File: config.mk
export PLATFORM = sky130hd
export DESIGN_NAME = layer_out_serializer
export DESIGN_NICKNAME = d
export VERILOG_FILES = /design/src/rtl/fnn_pkg.sv /design/src/rtl/layer_out_serializer.sv
export SDC_FILE = /design/constraint.sdc
export NUM_CORES = 1
export LEC_CHECK = 0
export BUFFER_PORTS_ARGS = -buffer_cell sky130_fd_sc_hd__buf_2
export CAP_MARGIN = 20
export CORE_ASPECT_RATIO = 1.25
export CORE_MARGIN = 2
export CORE_UTILIZATION = 40
export CTS_CLUSTER_DIAMETER = 200
export DETAILED_ROUTE_END_ITERATION = 12
export PLACE_DENSITY_LB_ADDON = 0.2
export REMOVE_ABC_BUFFERS = 1
export SLEW_MARGIN = 10
export SYNTH_ARGS = -nofsm -noshare
export SYNTH_HDL_FRONTEND = slang
export SYNTH_SLANG_ARGS = --single-unit
File: constraint.sdc
create_clock -name clk -period 7.2 [get_ports clk]
set_clock_uncertainty 0.05 [all_clocks]
set_input_delay 1.08 -clock clk [delete_from_list [all_inputs] [get_ports clk]]
set_output_delay 1.08 -clock clk [all_outputs]
set_load 0.05 [all_outputs]
File: src/rtl/fnn_pkg.sv
// Shared types and helpers for the feed-forward network datapath blocks.
// Holds the serializer state encoding and packed-bus slice indexing.
package fnn_pkg;

    localparam int DATA_WIDTH = 16;

    typedef enum logic {
        IDLE,
        SHIFT
    } ser_state_t;

    // LSB position of element idx on a bus of width-bit elements packed from bit 0 upward.
    function automatic int slice_lsb(input int idx, input int width);
        return idx * width;
    endfunction

endpackage

File: src/rtl/layer_out_serializer.sv
// Captures one layer's parallel activations and streams them one per cycle,
// neuron 0 first, onto the next layer's shared input bus.
module layer_out_serializer
    import fnn_pkg::*;
#(
    parameter int numNeurons = 10,
    parameter int dataWidth  = DATA_WIDTH,
    parameter int cntWidth   = $clog2(numNeurons)
) (
    input  logic                            clk,
    input  logic                            rst,
    input  logic [numNeurons*dataWidth-1:0] in_data,
    input  logic [numNeurons-1:0]           in_valid,
    input  logic                            err_clear,
    output logic [dataWidth-1:0]            out_data,
    output logic                            out_valid,
    output logic                            busy,
    output logic                            frame_done,
    output logic                            err_mismatch,
    output logic                            err_overrun
);

    localparam logic [cntWidth-1:0] LAST = cntWidth'(numNeurons - 1);

    ser_state_t                      state_q, state_d;
    logic [cntWidth-1:0]             cnt_q, cnt_d;
    logic [numNeurons*dataWidth-1:0] shbuf_q, shbuf_d;
    logic [dataWidth-1:0]            out_data_q, out_data_d;
    logic                            out_valid_q, out_valid_d;
    logic                            frame_done_q, frame_done_d;
    logic                            mis_q, mis_d;
    logic                            ovr_q, ovr_d;

    logic                            accept;
    logic [cntWidth-1:0]             nxt_idx;

    // A new frame may only enter when idle or on the edge retiring the last beat.
    assign accept  = in_valid[0] && ((state_q == IDLE) || (cnt_q == LAST));
    assign nxt_idx = (cnt_q == LAST) ? '0 : cnt_q + 1'b1;

    always_comb begin
        state_d      = state_q;
        cnt_d        = cnt_q;
        shbuf_d      = shbuf_q;
        out_data_d   = out_data_q;
        out_valid_d  = 1'b0;
        frame_done_d = 1'b0;
        mis_d        = mis_q & ~err_clear;
        ovr_d        = ovr_q & ~err_clear;

        if (accept) begin
            shbuf_d     = in_data;
            cnt_d       = '0;
            state_d     = SHIFT;
            out_data_d  = in_data[slice_lsb(0, dataWidth) +: dataWidth];
            out_valid_d = 1'b1;
            if (in_valid != {numNeurons{1'b1}}) begin
                mis_d = 1'b1;
            end
        end else begin
            case (state_q)
                IDLE: begin
                    state_d = IDLE;
                end
                SHIFT: begin
                    if (cnt_q == LAST) begin
                        state_d = IDLE;
                    end else begin
                        cnt_d        = nxt_idx;
                        out_data_d   = shbuf_q[slice_lsb(int'(nxt_idx), dataWidth) +: dataWidth];
                        out_valid_d  = 1'b1;
                        frame_done_d = (nxt_idx == LAST);
                        // Mid-frame trigger is dropped; the current frame keeps going.
                        if (in_valid[0]) begin
                            ovr_d = 1'b1;
                        end
                    end
                end
                default: begin
                    state_d = IDLE;
                end
            endcase
        end
    end

    always_ff @(posedge clk) begin
        if (rst) begin
            state_q      <= IDLE;
            cnt_q        <= '0;
            out_data_q   <= '0;
            out_valid_q  <= 1'b0;
            frame_done_q <= 1'b0;
            mis_q        <= 1'b0;
            ovr_q        <= 1'b0;
        end else begin
            state_q      <= state_d;
            cnt_q        <= cnt_d;
            out_data_q   <= out_data_d;
            out_valid_q  <= out_valid_d;
            frame_done_q <= frame_done_d;
            mis_q        <= mis_d;
            ovr_q        <= ovr_d;
        end
    end

    // The shift buffer carries no reset; its contents only matter once a capture loads it.
    always_ff @(posedge clk) begin
        shbuf_q <= shbuf_d;
    end

    assign out_data     = out_data_q;
    assign out_valid    = out_valid_q;
    assign busy         = (state_q == SHIFT);
    assign frame_done   = frame_done_q;
    assign err_mismatch = mis_q;
    assign err_overrun  = ovr_q;

endmodule
==> flow_metrics.env <==
export IMPL_status="finished clean"
export IMPL_first_pass_iters=10
export IMPL_maxCapViolations=0
export IMPL_hold_start="err_mismatch"
export IMPL_mostFrequentLayoutCell="buf_2"
export IMPL_clkTransAtPathRegs_ns=0.06
export IMPL_synth_simple_area_share_pct=4.09
export IMPL_slew_violations=0
export IMPL_synth_edf_count=160
export IMPL_clkPwrFrac_pct=37.0
export IMPL_ys_flop_type="edfxtp_1"
export IMPL_async_flop_share_pct=0
export IMPL_cts_root_buf="clkbuf_16"
export IMPL_max_freq_mhz=266
export IMPL_synth_compound_area_share_pct=13.8
export IMPL_layout_drive_gt1_share_pct=38.2
export IMPL_cts_tree="yes"
export IMPL_vdd_drop_max_v=0.000152
export IMPL_start_util_pct=40.6
export IMPL_critPathCaptureType="flip-flop"
export IMPL_synth_area_sq_um=7560
export IMPL_cts_resized=0
export IMPL_wire_per_inst_microns=20.8
export IMPL_grt_pass1_wl_microns=28000
export IMPL_vias=4954
export IMPL_wl_microns=19000
export IMPL_numCtsBuffers=17
export IMPL_placed_area_sq_um=8650
export IMPL_final_area_sq_um=9200
export IMPL_rows=56
export IMPL_hold_class="reg2reg"
export IMPL_reg2reg_depth=6
export IMPL_gr_usage_all_layers_pct=19.0
export IMPL_r2r_start="cnt_q[3]"
export IMPL_die_w_microns=127
export IMPL_ctsHtreeMaxLevel=4
export IMPL_drt_iter0_markers=328
export IMPL_clkLatencyLatePin_ns=0.43
export IMPL_antenna_left=0
export IMPL_cts_sinks=184
export IMPL_worstHoldEndpoint="err_mismatch"
export IMPL_portBuffers=193
export IMPL_synthCells=491
export IMPL_cts_setup_buffers=0
export IMPL_synth_fa_ha_area_share_pct=0
export IMPL_gp_congestion=0.824
export IMPL_routed_via_density=5.41
export IMPL_synthMuxAreaShare_pct=9.09
export IMPL_syn_avg_cell_area_sq_um=15.4
export IMPL_yosysTopAreaCellShare_pct=63.6
export IMPL_antenna_found_initial=0
export IMPL_crit_type="reg2reg"
export IMPL_final_period_utilization_pct=52.3
export IMPL_rr_endpoint="cnt_q[3]"
export IMPL_slew_headroom_pct=35.7
export IMPL_p_seq_share_pct=52.8
export IMPL_pre_cts_slack_ns=3.27
export IMPL_num_antenna_cells=0
export IMPL_coreArea_sq_um=18600
export IMPL_r2r_setup_slack_ns=3.43
export IMPL_synth_largest_area_cell="edfxtp_1"
export IMPL_hold_violations=0
export IMPL_p_sw_share_pct=23.3
export IMPL_cp_start_kind="flip-flop"
export IMPL_dieArea_sq_um=20000
export IMPL_rsz0062_at_grt="false"
export IMPL_power_density_nw_per_um2=260
export IMPL_comb_power_share_pct=10.2
export IMPL_hold_depth=2
export IMPL_worst_pin_slew_ns=0.962
export IMPL_overflow=0
export IMPL_clk_path_buf_depth=2
export IMPL_fin_crit_ns=3.77
export IMPL_syn_to_final_growth_pct=21.7
export IMPL_p_sw_w=0.000557
export IMPL_fin_nets=844
export IMPL_layout_common_cells="buf_2, edfxtp_1, mux2i_1"
export IMPL_yosysUniqueCellTypes=53
export IMPL_dp_hpwl_microns=12500
export IMPL_synth_xor_area_share_pct=0.116
export IMPL_crit_fanout=60
export IMPL_num_fill_cells=1661
export IMPL_io_pins=194
export IMPL_p_int_w=0.00183
export IMPL_ctsHoldBuffers=0
export IMPL_p_leak_nw=3.39
export IMPL_ys_ff_latch=184
export IMPL_synthTopCellsByArea="edfxtp_1, mux2i_1, dfxtp_1"
export IMPL_grt_max_degree=71
export IMPL_cp_arrival_ns=3.98
export IMPL_drc=0
export IMPL_yosys_warnings=0
export IMPL_synth_top_family_by_area="compound AO/OA/AOI/OAI gates"
export IMPL_finalSetupViolations=0
export IMPL_worstPathRequired_ns=7.41
export IMPL_die_y_microns=158
export IMPL_synth_seq_area_share_pct=69.9
export IMPL_first_global_vias=5081
export IMPL_tns_ns=0
export IMPL_layout_setup_ws_ns=3.43
## registers in the layout, summed over array words and instances (netlist names)
name / count
shbuf_q: 160
out_data: 16
cnt_q: 4
busy: 1
err_mismatch: 1
err_overrun: 1
frame_done: 1
## cell type report
cell class / count / area [sq um] / area share (%)
Clock buffer: 21 / 440 / 4.79
Clock inverter: 11 / 106 / 1.16
Inverter: 7 / 26.3 / 0.286
Multi-Input combinational cell: 264 / 2050 / 22.3
Tap cell: 232 / 290 / 3.16
Timing Repair Buffer: 197 / 996 / 10.8
Sequential cell: 184 / 5290 / 57.5
## power groups by stage
stage	Clock (W)	Sequential [W]	Combinational, W
5_1_grt	0.000945	0.00127	0.000262
4_1_cts	0.000899	0.00126	0.000246
3_3_place_gp	0	0.00128	0.000241
3_5_place_dp	0	0.00129	0.000245
2_1_floorplan	0	0.00133	0.0000987
6_report	0.000885	0.00126	0.000243
## synth_stat cells (all sizes together), types with 3 or more instances
library cell,n
o211ai,3
a22oi,3
nor2,27
dfxtp,24
o2bb2ai,27
a21oi,35
mux2i,54
nor3,4
mux2,13
buf,24
or2,4
nor2b,3
o22a,14
nand2b,5
edfxtp,160
o22ai,13
inv,6
o21ai,6
nand2,8
o221a,14
clkbuf,12
## through the flow
step / cells / hold WS (ns) / util [%] / power, W
final: 916 / 0.467 / 49.4 / 0.00239
after global routing: 916 / 0.496 / 49.4 / 0.00248
after CTS: 916 / 0.473 / 49.4 / 0.00241
after detailed placement: 884 / 0.459 / 46.4 / 0.00153
after global placement: 884 / 0.475 / 46.4 / 0.00152
after floorplan: 455 / 0.546 / - / 0.00142
## worst max-delay path by stage
stage,startpoint,end,slack [ns],cells past startpoint
6_report,cnt_q[3],cnt_q[3],3.43,6
5_1_grt,cnt_q[3],cnt_q[3],3.22,6
4_1_cts,cnt_q[3],cnt_q[3],3.42,6
3_5_place_dp,in_valid[0],cnt_q[3],3.27,6
3_3_place_gp,in_valid[0],shbuf_q[122],3.40,4
2_1_floorplan,cnt_q[0],cnt_q[0],0.35,5
## layer usage
layer | global-route usage [%] | part of all wire, % | routed length (microns) | vias up
met5 | 0 | 0 | 0 | -
met1 | 22.6 | 40 | 7560 | 2413
met4 | 7.12 | 2.2 | 419 | 0
met2 | 33.3 | 52 | 9930 | 200
li1 | - | - | - | 2314
met3 | 4.70 | 5.8 | 1110 | 27
## cell families after synthesis
| logic type | Yosys count |
|---|---|
| buffers and inverters | 43 |
| multiplexers | 67 |
| AO/OA/AOI/OAI | 135 |
| flip-flops | 184 |
| AND/OR/NAND/NOR | 61 |
| XOR/XNOR | 1 |
## critical path, stage by stage, from the launching register on
cell,delay (ns)
dfxtp_2,0.81
nand2b_2,0.19
o21a_1,0.54
nor2_4,0.87
buf_4,0.74
or2_1,0.27
a211oi_1,0.06
Power figures use the tool's default switching activity.
